==> src/rtl/aes_stream_loader.sv <==
// Stream front-end for a combinational AES-128 core: assembles a 4-word key and a 4-word block,
// samples the core after WAIT_CYC cycles, and serialises the ciphertext as four 32-bit words.
module aes_stream_loader #(
    parameter int unsigned WAIT_CYC = 1
) (
    input  logic         clk,
    input  logic         rst_n,
    input  logic         in_valid,
    output logic         in_ready,
    input  logic [31:0]  in_word,
    input  logic         in_is_key,
    output logic [127:0] core_key,
    output logic [127:0] core_data,
    input  logic [127:0] core_result,
    output logic         out_valid,
    input  logic         out_ready,
    output logic [31:0]  out_word,
    output logic         out_last,
    output logic         key_loaded,
    output logic         busy
);

    localparam int unsigned WORD_W = 32;
    localparam int unsigned NWORDS = 4;
    localparam int unsigned IDX_W  = 2;
    localparam int unsigned CNT_W  = 4;

    typedef enum logic [1:0] {
        S_LOAD = 2'd0,
        S_WAIT = 2'd1,
        S_SEND = 2'd2
    } state_e;

    state_e                          state_q, state_d;
    logic [NWORDS-1:0][WORD_W-1:0]   key_q, key_d;
    logic [NWORDS-1:0][WORD_W-1:0]   data_q, data_d;
    logic [NWORDS-1:0][WORD_W-1:0]   result_q, result_d;
    logic [IDX_W-1:0]                key_cnt_q, key_cnt_d;
    logic [IDX_W-1:0]                data_cnt_q, data_cnt_d;
    logic [IDX_W-1:0]                word_idx_q, word_idx_d;
    logic [CNT_W-1:0]                wait_cnt_q, wait_cnt_d;
    logic                            key_loaded_q, key_loaded_d;

    // Data words are only taken once a complete key is present.
    assign in_ready = (state_q == S_LOAD) && (in_is_key || key_loaded_q);

    // State and datapath registers.
    always_ff @(posedge clk or negedge rst_n) begin
        if (!rst_n) begin
            state_q      <= S_LOAD;
            key_q        <= '0;
            data_q       <= '0;
            result_q     <= '0;
            key_cnt_q    <= '0;
            data_cnt_q   <= '0;
            word_idx_q   <= '0;
            wait_cnt_q   <= '0;
            key_loaded_q <= 1'b0;
        end else begin
            state_q      <= state_d;
            key_q        <= key_d;
            data_q       <= data_d;
            result_q     <= result_d;
            key_cnt_q    <= key_cnt_d;
            data_cnt_q   <= data_cnt_d;
            word_idx_q   <= word_idx_d;
            wait_cnt_q   <= wait_cnt_d;
            key_loaded_q <= key_loaded_d;
        end
    end

    // Next-state logic; word slot ~cnt places the first word of a group in the top 32 bits.
    always_comb begin
        state_d      = state_q;
        key_d        = key_q;
        data_d       = data_q;
        result_d     = result_q;
        key_cnt_d    = key_cnt_q;
        data_cnt_d   = data_cnt_q;
        word_idx_d   = word_idx_q;
        wait_cnt_d   = wait_cnt_q;
        key_loaded_d = key_loaded_q;

        unique case (state_q)
            S_LOAD: begin
                if (in_valid && in_ready) begin
                    if (in_is_key) begin
                        key_d[~key_cnt_q] = in_word;
                        key_cnt_d         = key_cnt_q + 2'd1;
                        if (key_cnt_q == 2'd0) key_loaded_d = 1'b0;
                        if (key_cnt_q == 2'd3) key_loaded_d = 1'b1;
                    end else begin
                        data_d[~data_cnt_q] = in_word;
                        data_cnt_d          = data_cnt_q + 2'd1;
                        if (data_cnt_q == 2'd3) begin
                            state_d    = S_WAIT;
                            wait_cnt_d = CNT_W'(WAIT_CYC);
                        end
                    end
                end
            end
            S_WAIT: begin
                wait_cnt_d = wait_cnt_q - 4'd1;
                if (wait_cnt_q <= 4'd1) begin
                    wait_cnt_d = '0;
                    result_d   = core_result;
                    state_d    = S_SEND;
                end
            end
            S_SEND: begin
                if (out_ready) begin
                    word_idx_d = word_idx_q + 2'd1;
                    if (word_idx_q == 2'd3) state_d = S_LOAD;
                end
            end
            default: state_d = S_LOAD;
        endcase
    end

    assign core_key   = key_q;
    assign core_data  = data_q;
    assign key_loaded = key_loaded_q;
    assign out_valid  = (state_q == S_SEND);
    assign out_word   = result_q[~word_idx_q];
    assign out_last   = (state_q == S_SEND) && (word_idx_q == 2'd3);
    assign busy       = (state_q != S_LOAD);

endmodule

==> config.mk <==
export PLATFORM = sky130hd
export DESIGN_NAME = aes_stream_loader
export DESIGN_NICKNAME = d
export VERILOG_FILES = /design/src/rtl/aes_stream_loader.sv
export SDC_FILE = /design/constraint.sdc
export NUM_CORES = 1
export LEC_CHECK = 0
export BUFFER_PORTS_ARGS = -buffer_cell sky130_fd_sc_hd__buf_2
export CORE_ASPECT_RATIO = 0.7
export CORE_MARGIN = 2
export CORE_UTILIZATION = 52
export DETAILED_ROUTE_END_ITERATION = 10
export HOLD_SLACK_MARGIN = 0.1
export PLACE_DENSITY = 0.89
export SYNTH_ARGS = -nofsm -noshare
export SYNTH_HDL_FRONTEND = slang
export SYNTH_SLANG_ARGS = --single-unit
==> constraint.sdc <==
create_clock -name clk -period 2.09 [get_ports clk]
set_input_delay 0.1045 -clock clk [delete_from_list [all_inputs] [get_ports clk]]
set_output_delay 0.1045 -clock clk [all_outputs]
set_load 0.05 [all_outputs]
==> results of run 1 <==
[sequential cells by signal, indices dropped and copies added (netlist names)]
name,cells
key_loaded,1
core_data,128
state_q,2
data_cnt_q,2
key_cnt_q,2
word_idx_q,2
core_key,128
result_q,128
wait_cnt_q,4
[kinds of logic after synthesis]
family / after synthesis
AO/OA/AOI/OAI: 11
AND/OR/NAND/NOR: 30
XOR/XNOR: 3
flip-flops: 397
buffers and inverters: 56
multiplexers: 419
adder cells (fa/ha/maj): 11
[power groups by stage]
stage                     Sequential [W]  Clock (W)  Combinational, W
final                             0.0121    0.00697            0.0184
after global routing              0.0123    0.00736            0.0190
after CTS                         0.0119    0.00697            0.0181
after detailed placement          0.0119          0            0.0177
after global placement            0.0117          0            0.0174
after floorplan                   0.0191          0           0.00602
[metal layers]
layer | share of wire | GRT usage | wire length [µm]
met5 | 0 | 0 | 0
met4 | 0.044 | 0.146 | 2110
met3 | 0.063 | 0.0701 | 3020
met2 | 0.52 | 0.519 | 24900
met1 | 0.37 | 0.340 | 17600
[cells in the mapped netlist]
cell and count:
xnor2_1 3, or2_2 1, o2bb2ai_1 2, a22o_1 1, and2_1 1, nand3_1 2, ha_1 11, buf_6 12
o21bai_1 2, nor3_2 1, o21ai_0 1, dfrtp_1 397, nor2b_1 2, a21o_1 2, o41a_1 1, nand4b_1 2
nor2_1 2, nor3b_4 1, nand2b_1 2, buf_4 16, nor4_1 1, o31ai_1 1, inv_1 8, mux2_2 387
nand4b_2 1, and4bb_2 1, nor3_1 2, a21oi_1 1, nand2_1 10, clkbuf_1 6, buf_2 14, nor4bb_1 1
mux4_2 32
[critical path, delay by kind of cell, from the launching register on]
family | cells | cell delay [ns]
muxes | 1 | 0.57
DFF | 1 | 0.44
buffers and inverters | 2 | 0.46
[per-stage QoR]
stage               utilization  total power (W)  setup slack [ns]  cells  cell area [µm²]
floorplan                     -           0.0251             0.186    927            15800
global placement          0.626           0.0291             0.156   1778            18800
detailed placement        0.626           0.0296            0.0799   1778            18800
CTS                       0.724           0.0369          0.000385   2011            21700
global route              0.727           0.0387           -0.0656   2019            21800
finish                    0.727           0.0374           -0.0137   2020            21800
[worst paths after layout]
path | endpoint | slack (ns) | cells past startpoint
worst min-delay path | result_q[3] | 0.34 | 3
worst min register to register | core_data[84] | 0.50 | 1
max in group asynchronous | word_idx_q[0] | 0.58 | 4
min in group asynchronous | core_data[51] | 0.65 | 3
worst max-delay path | out_word[24] | -0.01 | 3
worst max register to register | result_q[6] | 0.11 | 7
[final cells by class]
type	count	area, µm²	share of cell area
Clock inverter	8	125	0.00574
Antenna cell	6	15.0	0.000689
Sequential cell	397	9940	0.456
Clock buffer	58	1110	0.0508
Tap cell	412	515	0.0237
Multi-Input combinational cell	474	5540	0.254
Timing Repair Buffer	657	4510	0.207
Inverter	8	30.0	0.00138
[what timing repair did]
item	CTS	global route
cloned	1	2
resized for setup	3	10
buffers inserted	0	2
endpoints found under the hold margin	788	0
hold buffers	166	0
pin swaps	0	1
endpoints found under the setup margin	24	122
==> summary.md, run 1 <==
| Metric | Value |
|---|---|
| Synthesized Nets | `1103` |
| Rows | `53` |
| Number of global-route vias before repair | `12.2k` |
| Share of layout cells above drive strength 1 | `0.609` |
| GRT Residual Overflow | `0` |
| Most common cell after layout, fill and taps aside | `buf_2` |
| Largest family of logic cells by synthesized area | `multiplexers` |
| Vias per cell | `5.49` |
| Clock sinks | `397` |
| Gp weighted congestion | `0.839` |
| CP Max Fanout | `17` |
| Placeable Area | `0.0300 mm²` |
| Seq pwr share | `0.323` |
| Clk buf depth | `3` |
| Overall global routing resource usage | `0.295` |
| Vias | `11.1k` |
| Critical path class | `reg2out` |
| DPL Wire Length | `27.9 mm` |
| XOR/XNOR share of the synthesized area | `0.00166` |
| Pins Over Slew Limit | `0` |
| Synth top area share | `0.627` |
| Final hold violations | `0` |
| Critical path capture point type | `output pin` |
| Clock share of power | `0.186` |
| Antenna viol nets, final | `0` |
| Combinational share of power | `0.491` |
| Fin Hold WS | `0.335 ns` |
| Antenna violations before repair | `5` |
| H-tree depth | `2` |
| Hold Crit Class | `in2reg` |
| Reg clk slew, reported paths | `0.07 ns` |
| Most frequent cells in the layout | `buf_2, dfrtp_1, mux2_2` |
| Synth top area cells | `dfrtp_1, mux2_2, mux4_2` |
| YS warnings | `0` |
| Pint | `0.0198 W` |
| Switching fraction of total power | `0.472` |
| Area leader, netlist | `dfrtp_1` |
| Required time worst endpoint | `1.99 ns` |
| Initial core utilization | `0.528` |
| Endpoints failing setup | `1` |
| RSZ-0062 raised after global routing | `true` |
| Per-cell routed wire length | `23.6 µm` |
| DIE HEIGHT | `150 µm` |
| Min Tclk post-route | `2.10 ns` |
| Port buffer count | `457` |
| Arrival @ worst endpoint | `2.00 ns` |
| CTS tree | `yes` |
| Final net count | `1752` |
| RR Startpoint | `wait_cnt_q[0]` |
| FILL cells | `1757` |
| CP max stage cell | `mux4_2` |
| CP cell instances | `buf_12 -> mux4_2 -> buf_2` |
| Worst-Skew Late Latency | `0.53 ns` |
| Seq/Total Area, Yosys | `0.627` |
| Global-route wire length before repair | `70.9 mm` |
| FMAX | `0.475 GHz` |
| Mean Syn Cell Area | `17.1 µm²` |
| HP Start | `core_result[3]` |
| Violated checks | `negative setup slack` |
| Post-Route WL | `47.6 mm` |
| Drc violations | `0` |
| Synth cell types | `33` |
| Outcome | `finished, violations left` |
| Slowest stage delay, CP | `0.57 ns` |
| Switch Pwr | `0.0176 W` |
| P_leak | `10.7 nW` |
| Die X | `213 µm` |
| Pwr per Cell Area | `1720 mW/mm²` |
| CP Launch Point | `word_idx_q[0]` |
| Final period utilization | `1.01` |
| Max IR drop VDD | `0.00117 V` |
| Simple-gate share of the synthesized area | `0.0122` |
| CTS Buf Count | `38` |
| Final Skew | `0.0223 ns` |
| Post-Syn Area | `0.0158 mm²` |
| Initial DRC count | `649` |
| Synth Area in Adders | `0.00869` |
| Max-cap violations | `0` |
| Setup TNS | `-0.0137 ns` |
| Post-synthesis mux area share | `0.321` |
| Seq cells post-synth | `397` |
| Pin count of the biggest net entering global routing | `84` |
| Syn-to-layout area delta | `37.6%` |
| Worst Max-Slew Pin Slew | `0.625 ns` |
| Io pins | `458` |
| Die footprint | `0.0319 mm²` |
| CP Launch Type | `flop` |
| Root Buffer | `clkbuf_16` |
| DR pass1 iterations | `4` |
| Compound-cell area share of the yosys netlist | `0.00537` |
| Mapped Cells | `927` |
| Final worst slack | `-0.0137 ns` |
| Worst slew margin | `0.583` |
Note: power is estimated with default switching activity, not from simulation.
==> inputs of run 2 (changes only) <==
--- a/config.mk
+++ b/config.mk
@@ -8,10 +8,11 @@
 export BUFFER_PORTS_ARGS = -buffer_cell sky130_fd_sc_hd__buf_2
 export CORE_ASPECT_RATIO = 0.7
 export CORE_MARGIN = 2
-export CORE_UTILIZATION = 52
+export CORE_UTILIZATION = 47
 export DETAILED_ROUTE_END_ITERATION = 10
 export HOLD_SLACK_MARGIN = 0.1
-export PLACE_DENSITY = 0.89
+export PLACE_DENSITY = 0.85
+export REMOVE_ABC_BUFFERS = 1
 export SYNTH_ARGS = -nofsm -noshare
 export SYNTH_HDL_FRONTEND = slang
 export SYNTH_SLANG_ARGS = --single-unit
==> constraint.sdc (replaced) <==
create_clock -name clk -period 1.9 [get_ports clk]
set_input_delay 0.095 -clock clk [delete_from_list [all_inputs] [get_ports clk]]
set_output_delay 0.095 -clock clk [all_outputs]
set_load 0.05 [all_outputs]
==> run 2 against run 1 <==
  * The run still ends with negative setup slack left
  * Worst hold slack got worse by 0.17 ns
  * Cell area increased by 6.1%
  * Sequential cell count unchanged
  * Final cell count increased by 3.3%
==> summary.md, run 2 (synthesis gave the netlist of run 1 again) <==
| Metric | Value |
|---|---|
| Outcome | `finished, violations left` |
| CTS tree | `yes` |
| Vias per cell | `5.51` |
| Overall global routing resource usage | `0.274` |
| CP Max Fanout | `6` |
| Met1 Use GR | `0.334` |
| Final hold violations | `0` |
| Critical path capture point type | `output pin` |
| Fin Hold WS | `0.167 ns` |
| Number of global-route vias before repair | `12.5k` |
| Worst slew margin | `0.601` |
| GR Util met2 | `0.478` |
| Vias | `11.5k` |
| Share of layout cells above drive strength 1 | `0.626` |
| Finished Layout Cells | `2086` |
| Antenna violations before repair | `1` |
| Placeable Area | `0.0334 mm²` |
| CP Launch Type | `flop` |
| Final period utilization | `1.11` |
| Worst Max-Slew Pin Slew | `0.598 ns` |
| Max IR drop VDD | `0.00174 V` |
| Most common cell after layout, fill and taps aside | `buf_2` |
| DR pass1 iterations | `5` |
| DPL Wire Length | `29.4 mm` |
| DIE HEIGHT | `158 µm` |
| Io pins | `458` |
| Antenna viol nets, final | `0` |
| Critical path class | `reg2out` |
| GRT Residual Overflow | `0` |
| Initial core utilization | `0.475` |
| Final worst slack | `-0.200 ns` |
| Drc violations | `0` |
| Util after Layout | `0.693` |
| Pwr per Cell Area | `1850 mW/mm²` |
| Final net count | `1799` |
| Per-cell routed wire length | `25.5 µm` |
| Final Skew | `0.0100 ns` |
| RR Startpoint | `wait_cnt_q[0]` |
| RSZ-0062 raised after global routing | `true` |
| Post-Route WL | `53.2 mm` |
| Required time worst endpoint | `1.80 ns` |
| Die X | `223 µm` |
| Worst-Skew Late Latency | `0.52 ns` |
| CTS Buf Count | `38` |
| Pin count of the biggest net entering global routing | `65` |
| Violated checks | `negative setup slack` |
| Met3 Use GR | `0.0560` |
| Die footprint | `0.0352 mm²` |
| Gp weighted congestion | `0.831` |
| Rows | `56` |
| Max-cap violations | `0` |
| P_leak | `11.5 nW` |
| Pins Over Slew Limit | `0` |
| GR peak layer | `met2` |
| Clock sinks | `397` |
| Syn-to-layout area delta | `46.0%` |
| Hold Crit Class | `in2async` |
| CP Launch Point | `word_idx_q[0]` |
| FMAX | `0.476 GHz` |
| Placed cell count | `1827` |
| Reg clk slew, reported paths | `0.07 ns` |
| Most frequent cells in the layout | `buf_2, dfrtp_1, mux2_2` |
| H-tree depth | `2` |
| Arrival @ worst endpoint | `2.00 ns` |
| Min Tclk post-route | `2.10 ns` |
| Global-route wire length before repair | `73.2 mm` |
| Pre-CTS setup slack | `-0.00557 ns` |
| Port buffer count | `457` |
| Endpoints failing setup | `162` |
| Initial DRC count | `937` |
| Root Buffer | `clkbuf_16` |
| Clk buf depth | `3` |
## run 2: cell count changes in the layout (fill, tap and decap cells not counted), sizes merged
| cell | before | now |
|---|---|---|
| clkinv | 3 | 7 |
| clkbuf | 61 | 65 |
| buf | 489 | 534 |
| inv | 9 | 8 |
| bufinv | 2 | 1 |
| clkinvlp | 2 | 0 |
| diode | 6 | 1 |
| dlygate4sd3 | 165 | 164 |
## run 2: per-layer routing
metal  wire length [µm]  part of all wire
met4               2290             0.043
met2              27400              0.51
met5                  0                 0
met3               3100             0.058
met1              20400              0.38
## run 2: what timing repair did
action / 4_1_cts / 5_1_grt
cloned: 5 / 6
resized for setup: 83 / 162
endpoints found under the hold margin: 787 / 0
buffers inserted: 8 / 10
pin swaps: 1 / 1
setup endpoints to repair: 47 / 162
hold buffers: 164 / 0
## run 2: layout make-up
cell class,count,area [µm²]
Sequential cell,397,9940
Clock buffer,59,1150
Inverter,8,30.0
Tap cell,435,544
Fill cell,2045,10200
Clock inverter,8,65.1
Antenna cell,1,2.50
Multi-Input combinational cell,474,6070
Timing Repair Buffer,704,5320
## run 2: final timing paths
check	cells past startpoint	slack [ns]	endpoint
setup / recovery	4	-0.20	out_word[22]
hold / removal	2	0.17	core_key[41]
setup reg to reg	9	-0.18	result_q[17]
hold reg to reg	1	0.50	core_data[35]
max in group asynchronous	3	0.93	core_data[20]
min in group clk	3	0.34	result_q[36]
## run 2: per-stage QoR
stage | power (W) | setup TNS, ns | area (µm²)
floorplan | 0.0275 | -668.61 | 15500
global placement | 0.0322 | 0 | 19000
detailed placement | 0.0327 | -0.00557 | 19000
CTS | 0.0417 | -3.78 | 22300
global route | 0.0441 | -28.22 | 23100
finish | 0.0428 | -20.68 | 23100
## run 2: power breakdown
| part | leakage [nW] | total, W | internal, W | switching, W |
|---|---|---|---|---|
| clock | 0.604 | 0.00757 | 0.00432 | 0.00325 |
| combinational | 5.99 | 0.0219 | 0.00717 | 0.0147 |
| sequential | 4.93 | 0.0133 | 0.0115 | 0.00188 |
| total | 11.5 | 0.0428 | 0.0230 | 0.0198 |
## run 2: worst max-delay path, stage by stage, from the launching register on
cell,delay [ns]
dfrtp_2,0.44
buf_12,0.15
buf_16,0.15
mux4_2,0.55
buf_6,0.19
==> inputs of run 3 (changes only) <==
--- a/config.mk
+++ b/config.mk
@@ -6,12 +6,14 @@
 export NUM_CORES = 1
 export LEC_CHECK = 0
 export BUFFER_PORTS_ARGS = -buffer_cell sky130_fd_sc_hd__buf_2
+export CELL_PAD_IN_SITES_DETAIL_PLACEMENT = 1
+export CELL_PAD_IN_SITES_GLOBAL_PLACEMENT = 1
 export CORE_ASPECT_RATIO = 0.7
 export CORE_MARGIN = 2
-export CORE_UTILIZATION = 47
+export CORE_UTILIZATION = 38
 export DETAILED_ROUTE_END_ITERATION = 10
 export HOLD_SLACK_MARGIN = 0.1
-export PLACE_DENSITY = 0.85
+export PLACE_DENSITY = 0.84
 export REMOVE_ABC_BUFFERS = 1
 export SYNTH_ARGS = -nofsm -noshare
 export SYNTH_HDL_FRONTEND = slang
==> run 3 against run 2 <==
  * The flow still finishes with violations (negative setup slack)
  * Worst hold slack improved by 0.16 ns
  * Sequential power about the same
  * Largest cell class unchanged
  * Die area increased by 23%
  * Critical path type unchanged
  * Combinational power increased by 4%
  * Clock-buffer cell count unchanged
  * Clock power increased by 10%
  * Highest routed layer unchanged
  * Sequential share of layout area decreased by 0.99 points
==> summary.md, run 3 (synthesis gave the netlist of run 1 again) <==
| Metric | Value |
|---|---|
| Outcome | `finished, violations left` |
| Violated checks | `negative setup slack` |
| Reg2reg end | `result_q[24]` |
| Most frequent cells in the layout | `buf_2, dfrtp_1, mux2_2` |
| Hold Crit Class | `in2reg` |
| Flop2flop setup slack | `-0.17 ns` |
| Setup TNS | `-15.67 ns` |
| Critical path class | `reg2out` |
| CP Launch Type | `flop` |
| Required time worst endpoint | `1.80 ns` |
| Clk buf depth | `3` |
| Share of layout cells above drive strength 1 | `0.635` |
| Slowest stage delay, CP | `0.60 ns` |
| CP cell instances | `buf_8 -> buf_12 -> mux4_2 -> buf_8` |
| Worst Max-Slew Pin Slew | `0.613 ns` |
| Max IR drop VDD | `0.00130 V` |
| Final net count | `1811` |
| Per-cell routed wire length | `28.9 µm` |
| Syn-to-layout area delta | `49.5%` |
| Vias per cell | `5.27` |
| Io pins | `458` |
| Final hold violations | `0` |
| Antenna violations before repair | `7` |
| Gp weighted congestion | `0.839` |
| H-tree depth | `2` |
| Most common cell after layout, fill and taps aside | `buf_2` |
| Pins Over Slew Limit | `0` |
| Clock sinks | `397` |
| HP Start | `core_result[127]` |
| CP Max Fanout | `7` |
| Root Buffer | `clkbuf_16` |
| Worst path most repeated cell | `buf_8` |
| P_leak | `11.7 nW` |
| Worst hold stages | `3` |
| Critical path capture point type | `output pin` |
| Finished Layout Cells | `2216` |
| Drc violations | `0` |
| Global-route wire length before repair | `87.1 mm` |
| CTS tree | `yes` |
| RR Startpoint | `wait_cnt_q[0]` |
| Overall global routing resource usage | `0.274` |
| Placed cell count | `1935` |
| Initial DRC count | `679` |
| Pin count of the biggest net entering global routing | `63` |
| Pwr per Cell Area | `1880 mW/mm²` |
| Arrival @ worst endpoint | `2.08 ns` |
| Endpoints failing setup | `160` |
| Hold endpoint | `result_q[127]` |
| Placeable Area | `0.0410 mm²` |
| Final period utilization | `1.15` |
| Min Tclk post-route | `2.18 ns` |
| CP max stage cell | `mux4_2` |
| Number of global-route vias before repair | `13.3k` |
| DPL Wire Length | `34.8 mm` |
| Final Skew | `0.0243 ns` |
| Max-cap violations | `0` |
| Port buffer count | `457` |
| Antenna viol nets, final | `0` |
| RSZ-0062 raised after global routing | `true` |
| Worst slew margin | `0.587` |
| DIE HEIGHT | `175 µm` |
| Die footprint | `0.0433 mm²` |
| Final worst slack | `-0.279 ns` |
| Reg clk slew, reported paths | `0.07 ns` |
| Worst reg2reg path depth | `9` |
| GRT Residual Overflow | `0` |
| Rows | `62` |
| CTS Buf Count | `40` |
| Initial core utilization | `0.386` |
| Vias | `11.7k` |
| Worst-Skew Late Latency | `0.54 ns` |
| Die X | `248 µm` |
| FMAX | `0.459 GHz` |
| DR pass1 iterations | `5` |
| Post-Route WL | `64.0 mm` |
[run 3: cell types whose count changed in the layout (fill, tap and decap cells not counted), sizes merged]
cell         change
inv              +4
bufinv           +2
clkbuf           +2
dlygate4sd3      +1
buf              +7
clkinv           -1
diode            +6
[run 3: critical path, delay by kind of cell (launching register included)]
kind | cells | cell delay [ns]
mux | 1 | 0.60
flops | 1 | 0.41
buf+inv | 3 | 0.51
[run 3: metal layers]
layer	vias up	GRT usage	wire [µm]
li1	4782	-	-
met1	6138	0.309	23500
met2	533	0.483	33100
met3	219	0.0541	3560
met4	0	0.155	3930
met5	-	0	0
[run 3: what timing repair did]
action                                  in CTS  in global routing
gates cloned                                 7                  9
resized for setup                           99                171
setup buffers                               12                 15
pin swaps                                    2                  5
hold endpoints to repair                   788                  0
endpoints found under the setup margin     138                195
hold buffers                               166                  0
[run 3: final cells by class]
| cell class | instances | area (µm²) |
|---|---|---|
| timing repair buffer | 714 | 5570 |
| inverter | 8 | 30.0 |
| sequential | 397 | 9940 |
| multi-input combinational | 474 | 6080 |
| fill | 3969 | 17400 |
| antenna | 7 | 17.5 |
| tap | 544 | 681 |
| clock buffer | 59 | 1200 |
| clock inverter | 13 | 155 |
[run 3: worst max-delay path by stage]
stage                               end  slack [ns]  cells after the start          start
final                      out_word[26]       -0.28                      4  word_idx_q[0]
after global routing       out_word[26]       -0.31                      4  word_idx_q[0]
after CTS                  out_word[25]       -0.18                      4  word_idx_q[0]
after detailed placement  result_q[102]       -0.01                      7  wait_cnt_q[1]
after global placement    result_q[102]        0.08                      7  wait_cnt_q[1]
after floorplan             result_q[0]       -4.56                      5  wait_cnt_q[0]
[run 3: metrics by stage]
stage | instance area [µm²] | total power, W | utilization | setup slack [ns] | hold slack [ns]
final | 23700 | 0.0446 | 0.577 | -0.279 | 0.324
after global routing | 23700 | 0.0459 | 0.577 | -0.305 | 0.311
after global placement | 19100 | 0.0325 | 0.466 | 0.0791 | 0.0736
after detailed placement | 19100 | 0.0332 | 0.466 | -0.0104 | 0.0786
after CTS | 22800 | 0.0431 | 0.555 | -0.184 | 0.285
after floorplan | 15500 | 0.0275 | - | -4.56 | -0.201
[run 3: power by group]
part | internal (W) | leakage, nW | switching [W] | total, W
combinational | 0.00746 | 6.10 | 0.0153 | 0.0228
clock | 0.00482 | 0.677 | 0.00352 | 0.00834
sequential | 0.0115 | 4.92 | 0.00198 | 0.0134
